<file path="src/rtl/vec_reg_sequencer.sv">
// Register-index walker for vector dot, vector x scalar and vector add.
// Steps Rm/Rn/Rd per element and reports first/last element to microcode.
module vec_reg_sequencer #(
    parameter int VLEN  = 5,
    parameter int REG_W = 4
) (
    input  logic             clk,
    input  logic             rst,
    input  logic             load,
    input  logic             step,
    input  logic [1:0]       OP,
    input  logic [REG_W-1:0] base_m,
    input  logic [REG_W-1:0] base_n,
    input  logic [REG_W-1:0] base_d,
    output logic [REG_W-1:0] RM_CNTR,
    output logic [REG_W-1:0] RN_CNTR,
    output logic [REG_W-1:0] RD_CNTR,
    output logic [3:0]       elem_cnt,
    output logic             RM_CNTR_DONE,
    output logic             first,
    output logic             busy,
    output logic             op_err
);

    typedef enum logic {
        S_IDLE = 1'b0,
        S_RUN  = 1'b1
    } state_t;

    localparam logic [3:0] LAST = 4'(VLEN - 1);

    state_t           r_state;
    state_t           w_next;
    logic [1:0]       r_rst_sync;
    logic             w_rst_n;
    logic [1:0]       r_op;
    logic [REG_W-1:0] r_rm;
    logic [REG_W-1:0] r_rn;
    logic [REG_W-1:0] r_rd;
    logic [3:0]       r_cnt;
    logic             r_op_err;
    logic             w_load_ok;
    logic             w_load_bad;
    logic             w_last;
    logic             w_adv;

    assign w_rst_n    = r_rst_sync[1];
    assign w_load_ok  = load & (OP != 2'b00);
    assign w_load_bad = load & (OP == 2'b00);
    assign w_last     = (r_cnt == LAST);
    // any load blocks a same-cycle step, legal or not
    assign w_adv      = (r_state == S_RUN) & step & ~load;

    // reset asserts at once, deasserts two edges after rst rises
    always_ff @(posedge clk or negedge rst) begin
        if (!rst) r_rst_sync <= 2'b00;
        else      r_rst_sync <= {r_rst_sync[0], 1'b1};
    end

    // state register
    always_ff @(posedge clk or negedge w_rst_n) begin
        if (!w_rst_n) r_state <= S_IDLE;
        else          r_state <= w_next;
    end

    // next-state: legal load (re)starts, final step retires
    always_comb begin
        w_next = r_state;
        if (w_load_ok)
            w_next = S_RUN;
        else if (w_adv && w_last)
            w_next = S_IDLE;
    end

    // index, element and opcode registers
    always_ff @(posedge clk or negedge w_rst_n) begin
        if (!w_rst_n) begin
            r_op     <= 2'b00;
            r_rm     <= '0;
            r_rn     <= '0;
            r_rd     <= '0;
            r_cnt    <= '0;
            r_op_err <= 1'b0;
        end else begin
            r_op_err <= w_load_bad;
            if (w_load_ok) begin
                r_op  <= OP;
                r_rm  <= base_m;
                r_rn  <= base_n;
                r_rd  <= base_d;
                r_cnt <= '0;
            end else if (w_adv && !w_last) begin
                r_cnt <= r_cnt + 4'd1;
                r_rm  <= r_rm + 1'b1;
                unique case (r_op)
                    2'b01:   r_rn <= r_rn + 1'b1;
                    2'b10:   r_rd <= r_rd + 1'b1;
                    2'b11: begin
                        r_rn <= r_rn + 1'b1;
                        r_rd <= r_rd + 1'b1;
                    end
                    default: ;
                endcase
            end
        end
    end

    // outputs; done/first qualified by busy so they drop on retire
    always_comb begin
        busy         = (r_state == S_RUN);
        RM_CNTR_DONE = busy & w_last;
        first        = busy & (r_cnt == 4'd0);
        RM_CNTR      = r_rm;
        RN_CNTR      = r_rn;
        RD_CNTR      = r_rd;
        elem_cnt     = r_cnt;
        op_err       = r_op_err;
    end

endmodule

</file>
<file path="config.mk">
export PLATFORM = sky130hd
export DESIGN_NAME = vec_reg_sequencer
export DESIGN_NICKNAME = d
export VERILOG_FILES = /design/src/rtl/vec_reg_sequencer.sv
export SDC_FILE = /design/constraint.sdc
export NUM_CORES = 1
export LEC_CHECK = 0
export ABC_CLOCK_PERIOD_IN_PS = 2200
export CAP_MARGIN = 0
export CORE_MARGIN = 3
export CORE_UTILIZATION = 45
export CTS_CLUSTER_DIAMETER = 50
export DETAILED_ROUTE_END_ITERATION = 7
export GPL_ROUTABILITY_DRIVEN = 0
export GPL_TIMING_DRIVEN = 0
export HOLD_SLACK_MARGIN = 0.03
export PLACE_DENSITY_LB_ADDON = 0.3
export SYNTH_ARGS = -nofsm -noshare
export SYNTH_HDL_FRONTEND = slang
export SYNTH_SLANG_ARGS = --single-unit
</file>
<file path="constraint.sdc">
create_clock -name clk -period 2.2 [get_ports clk]
set_input_delay 0.66 -clock clk [delete_from_list [all_inputs] [get_ports clk]]
set_output_delay 0.66 -clock clk [all_outputs]
set_load 0.02 [all_outputs]
</file>
==> impl_metrics.csv, run 1 <==
group,metric,value,unit
run_status,status,"finished, final reports clean",
synth,synth_cells,128,
place,dpl.hpwl,2.18,mm
worst_setup_path,r2r_cells,8,
timing,max_slew.worst_pin.slew,0.832,ns
timing,layout_setup_ws,0.0683,ns
synth,ys_seq_area_share,46.0,%
pwr,powerDensity,682,nW/um2
timing,final_hold_viol_count,0,
routing,route.detailed.drc,0,
synth,syn-num-nets,151,
cells_and_area,fin_nets,194,
routing,wirelength,3.03,mm
synth,yosys_warnings,0,
worst_setup_path,r2r_end,"RM_CNTR[2]$_DFFE_PN0P_",
pwr,leakagePower,0.678,nW
clock_network,cts-root-buf,"clkbuf_4",
cells_and_area,layout-drive-gt1-share,9.41,%
worst_setup_path,rr_startpoint,"elem_cnt[1]$_DFFE_PN0P_",
cells_and_area,antenna_cells,0,
die,die_area,3310,um2
grt,gr-usage-all-layers,19.7,%
synth,yosysTopAreaCellShare,46.0,%
cells_and_area,area_delta_synth_final,40.1,%
clock_network,numCtsBuffers,3,
place,port_buffers,36,
synth,async_flop_share,100,%
die,dieHeight,57.6,um
clock_network,clock_path_buffers,2,
timing,finalCritPeriodShare,96.9,%
job,max-cap-violations,0,
synth,synthFlopType,"dfrtp_1",
die,initial_utilization,47.8,%
place,numPlacedInstances,194,
routing,vias,1187,
worst_setup_path,critPathLaunchType,"flop",
cells_and_area,final_cells,200,
grt,grt_pass1_vias,1103,
routing,wl_per_cell,15.2,um
grt,antenna_found_initial,0,
grt,grt_pass1_wl,5.09,mm
timing,fin_setup_tns,0,ns
die,fp.dieW,57.6,um
worst_setup_path,r2r_slack,0.34,ns
synth,synth_edf_count,0,
pwr,vdd_ir_drop_max,0.540,mV
timing,final-max-slew-violation-count,0,
timing,period_minus_slack,2.13,ns
die,ios,38,
routing,ant_nets,0,
routing,vias_per_cell,5.94,
clock_network,cts_tree,"built",
timing,relSlewSlack,44.5,%
worst_setup_path,worstPathMaxFanout,3,
timing,fmax,0.469,GHz
die,core-area,2500,um2
clock_network,cts_sinks,22,
cells_and_area,utilization,67.0,%
place,pre_cts_ws,-0.555,ns
worst_setup_path,cp-end-kind,"output pin",
timing,finalSetupViolCount,0,
synth,synth_area,1200,um2
clock_network,path_clk_slew,0.14,ns
clock_network,clkLatencyLatePin,0.31,ns
grt,grt_overflow,0,
worst_setup_path,arrival,1.47,ns
synth,synth_area_leaders,"dfrtp_1 46%, ha_1 5.2%, a31oi_1 4.7%, nand3_1 4.6%, or4_1 4.4%",
synth,avgSynthCellArea,9.34,um2
clock_network,cts_htree_levels,1,
min_path,hp-class,"flop to asynchronous set/reset pin",
worst_setup_path,path_class,"flop to output pin",
synth,synth_top_cell_by_area,"dfrtp_1",
grt,grt_max_degree,21,
die,row_count,18,
routing,dr.pass1.iters,4,
timing,fin_skew,0.0121,ns
synth,synth_cell_types,28,
worst_setup_path,critPathRequiredTime,1.54,ns
synth,synth-seq-cells,22,
routing,drt-initial-drc-count,50,
## cell usage after synthesis (all sizes together), types with 4 or more instances
cell / n
dfrtp: 22
nand2: 11
nand3: 11
o21ai: 11
a31oi: 9
nor2: 9
or4: 7
clkbuf: 5
ha: 5
inv: 5
nand4: 4
## area by class of cell
type | count | area [um2]
well taps | 30 | 37.5
clock inverters | 1 | 30.0
flip-flops and latches | 22 | 551
clock buffers | 3 | 22.5
multi-input cells | 93 | 583
inverters | 5 | 18.8
fillers | 198 | 825
plain buffers | 7 | 48.8
repair buffers | 39 | 384
## worst max-delay path: stages, from the launching register on
cell,delay [ns]
dfrtp_1,0.40
inv_1,0.07
ha_2,0.18
and4bb_2,0.22
clkdlybuf4s15_1,0.29
## timing repair
action | in CTS | in global routing
pin swaps | 0 | 1
endpoints found under the hold margin | 0 | 0
setup endpoints to repair | 2 | 13
resized for setup | 5 | 7
hold buffers | 0 | 0
buffers inserted | 3 | 0
## registers in the layout (all words and copies together) (netlist names)
name,cells
RD_CNTR,4
RM_CNTR,4
RN_CNTR,4
busy,1
elem_cnt,4
op_err,1
r_op,2
r_rst_sync,2
## routing by layer
metal | wire length (um) | vias to the layer above | global-route usage (%) | part of all wire (%)
met5 | 0 | - | 0 | 0
met4 | 34 | 0 | 6.62 | 1.1
met3 | 263 | 5 | 3.39 | 8.7
met2 | 1500 | 52 | 31.5 | 49
met1 | 1240 | 566 | 26.9 | 41
li1 | - | 564 | - | -
## placed cells by master (no fill, tap or decap), types with 4 or more instances in the layout
cell type        Yosys  layout
clkbuf_1             5       4
nand3_1             11      11
nor2_1               9       9
nand2_1             11      11
clkdlybuf4s50_1      0      34
nand4_1              4       4
buf_6                3       4
ha_1                 5       4
dfrtp_1             22      22
or4_1                7       7
inv_1                5       4
a31oi_1              9       9
o21ai_0             10      10
## logic make-up after synthesis
| group | Yosys count | synth area share, % |
|---|---|---|
| DFF | 22 | 46.0 |
| buffers and inverters | 13 | 5.96 |
| other | 1 | 0.314 |
| AOI/OAI and AO/OA | 30 | 15.1 |
| adders and majority gates | 5 | 5.23 |
| and+or+nand+nor | 56 | 26.6 |
| muxes | 1 | 0.837 |
## worst max path at each step
stage                                  from            to  slack, ns
floorplan           elem_cnt[0]$_DFFE_PN0P_  RM_CNTR_DONE       0.06
global placement    elem_cnt[0]$_DFFE_PN0P_  RM_CNTR_DONE      -0.54
detailed placement  elem_cnt[0]$_DFFE_PN0P_  RM_CNTR_DONE      -0.56
CTS                 elem_cnt[0]$_DFFE_PN0P_  RM_CNTR_DONE       0.01
global route        elem_cnt[1]$_DFFE_PN0P_  RM_CNTR_DONE     -0.003
finish              elem_cnt[1]$_DFFE_PN0P_         first       0.07
## per-stage QoR
step / area (um2) / power (mW) / hold slack (ns)
after global placement: 1590 / 0.818 / 0.342
after CTS: 1660 / 1.15 / 0.379
after global routing: 1680 / 1.20 / 0.394
final: 1680 / 1.14 / 0.353
after floorplan: 1200 / 0.670 / 0.253
after detailed placement: 1590 / 0.831 / 0.340
## report_power, final
group	internal [mW]	switching (mW)	total, mW
sequential	0.450	0.0544	0.505
clock	0.184	0.130	0.315
combinational	0.164	0.160	0.324
total	0.798	0.345	1.14
Note: power is estimated with default switching activity, not from simulation.
==> run 2, diff against run 1 <==
REMOVE_ABC_BUFFERS = 1   (was default)
==> run 2 against run 1 <==
Clock power down 43%. First-iteration DRC count is 18% lower. Non-clock buffer count decreased by 4. Via count down 6.7%. Critical path depth is 1 higher. Sequential share of layout area increased by 0.96 points. Utilization shrank 1.9 points. Global-route usage is 1.1 points lower. Die area unchanged. Wire length shrank 5.5%. Flip-flop and latch count stayed put. Combinational power is essentially flat.
==> impl_metrics.csv, run 2 (synthesis gave the netlist of run 1 again) <==
group,metric,value,unit
die,ios,38,
grt,antenna_found_initial,0,
routing,wirelength,2.86,mm
pwr,vdd_ir_drop_max,0.501,mV
grt,grt_overflow,0,
clock_network,clock_path_buffers,2,
timing,holdWs,0.331,ns
routing,vias,1108,
routing,dr.pass1.iters,4,
timing,finalCritPeriodShare,95.5,%
timing,rsz0062_at_grt,"no",
timing,period_minus_slack,2.10,ns
timing,final_hold_viol_count,0,
die,core-area,2500,um2
pwr,leakagePower,0.658,nW
clock_network,cts_tree,"built",
timing,fmax,0.476,GHz
run_status,status,"finished, final reports clean",
cells_and_area,fill_cells,208,
die,fp.dieW,57.6,um
die,die_area,3310,um2
place,numPlacedInstances,188,
cells_and_area,utilization,65.1,%
die,initial_utilization,47.8,%
worst_setup_path,critPathMaxStageDelay,0.39,ns
timing,fin_skew,0.0110,ns
clock_network,numCtsBuffers,3,
routing,vias_per_cell,5.65,
worst_setup_path,slowest_stage,"dfrtp_1",
grt,gr-usage-all-layers,18.6,%
clock_network,postCtsHoldBufs,0,
grt,use_met1,22.8,%
place,pre_cts_ws,-0.581,ns
cells_and_area,final_area,1630,um2
timing,final-max-slew-violation-count,0,
routing,wl_per_cell,14.6,um
routing,drt-initial-drc-count,41,
clock_network,cts-root-buf,"clkbuf_4",
clock_network,cts_htree_levels,1,
cells_and_area,layout-drive-gt1-share,8.43,%
grt,grt_pass1_wl,4.80,mm
worst_setup_path,cp-end-kind,"output pin",
die,row_count,18,
grt,grt_max_degree,23,
worst_setup_path,critPathLaunchType,"flop",
worst_setup_path,crit_family,"flip-flops",
clock_network,path_clk_slew,0.12,ns
worst_setup_path,crit_chain,"inv_1 > ha_2 > and3b_4 > and2_1 > buf_2",
clock_network,cts_sinks,22,
worst_setup_path,r2r_slack,0.51,ns
grt,grt_util_met3,5.66,%
grt,busiest_layer,"met2",
timing,layout_setup_ws,0.0996,ns
min_path,hp-class,"flop to asynchronous set/reset pin",
clock_network,clkLatencyLatePin,0.31,ns
timing,finalSetupViolCount,0,
place,placed_cell_area,1570,um2
pwr,power.total,1.01,mW
timing,max_slew.worst_pin.slew,0.807,ns
routing,ant_nets,0,
cells_and_area,antenna_cells,0,
worst_setup_path,worstPathMaxFanout,4,
timing,fin_setup_tns,0,ns
place,port_buffers,37,
grt,grt_pass1_vias,1069,
worst_setup_path,cp_num_buf_inv,2,
place,dpl.hpwl,1.96,mm
timing,relSlewSlack,46.2,%
grt,met2_usage,30.5,%
cells_and_area,layout_common_cells,"35 x clkdlybuf4s50_1, 22 x dfrtp_1, 11 x nand2_1, 11 x nand3_1, 10 x o21ai_0",
job,max-cap-violations,0,
die,dieHeight,57.6,um
cells_and_area,final_common_cell,"clkdlybuf4s50_1",
worst_setup_path,critPathRequiredTime,1.54,ns
worst_setup_path,path_class,"flop to output pin",
pwr,powerDensity,618,nW/um2
cells_and_area,final_cells,196,
routing,route.detailed.drc,0,
worst_setup_path,arrival,1.44,ns
cells_and_area,area_delta_synth_final,36.1,%
cells_and_area,fin_nets,191,
==> run 2: worst paths after layout <==
check                                                to  depth (start not counted)                    start
worst min register to register   RN_CNTR[2]$_DFFE_PN0P_                          0  r_rst_sync[1]$_DFF_PN0_
max in group asynchronous           r_op[1]$_DFFE_PN0P_                          0  r_rst_sync[1]$_DFF_PN0_
min in group clk                r_rst_sync[1]$_DFF_PN0_                          0  r_rst_sync[0]$_DFF_PN0_
worst max-delay path                       RM_CNTR_DONE                          5  elem_cnt[0]$_DFFE_PN0P_
worst max register to register   RM_CNTR[3]$_DFFE_PN0P_                          5  elem_cnt[0]$_DFFE_PN0P_
worst min-delay path             RN_CNTR[2]$_DFFE_PN0P_                          0  r_rst_sync[1]$_DFF_PN0_
==> run 2: area by class of cell <==
cell class	instances	area, um2	share of cell area [%]
Sequential cell	22	551	33.8
Tap cell	30	37.5	2.31
Clock buffer	3	22.5	1.38
Multi-Input combinational cell	94	593	36.4
Inverter	5	18.8	1.15
Timing Repair Buffer	42	405	24.9
==> run 2: where the power goes <==
group          switching (mW)  internal, mW  leakage, nW
clock network           0.117        0.0640       0.0138
registers              0.0526         0.450        0.259
logic                   0.157         0.164        0.385
==> run 2: worst register-to-register path: stages, from the launching register on <==
cell     delay (ns)
dfrtp_1        0.36
inv_1          0.06
ha_2           0.20
and3b_1        0.30
or4_1          0.54
a31oi_1        0.17
==> run 2: per-layer routing <==
metal | up-vias | routed length (um) | part of all wire, %
li1 | 553 | - | -
met4 | 0 | 24 | 0.84
met5 | - | 0 | 0
met3 | 2 | 161 | 5.6
met2 | 28 | 1450 | 51
met1 | 525 | 1230 | 43
==> run 2: repair_timing <==
item                       CTS  global route
gates cloned                 1             0
setup endpoints to repair    2             2
hold endpoints to repair     0             0
resized for setup            8             2
buffers inserted             3             1
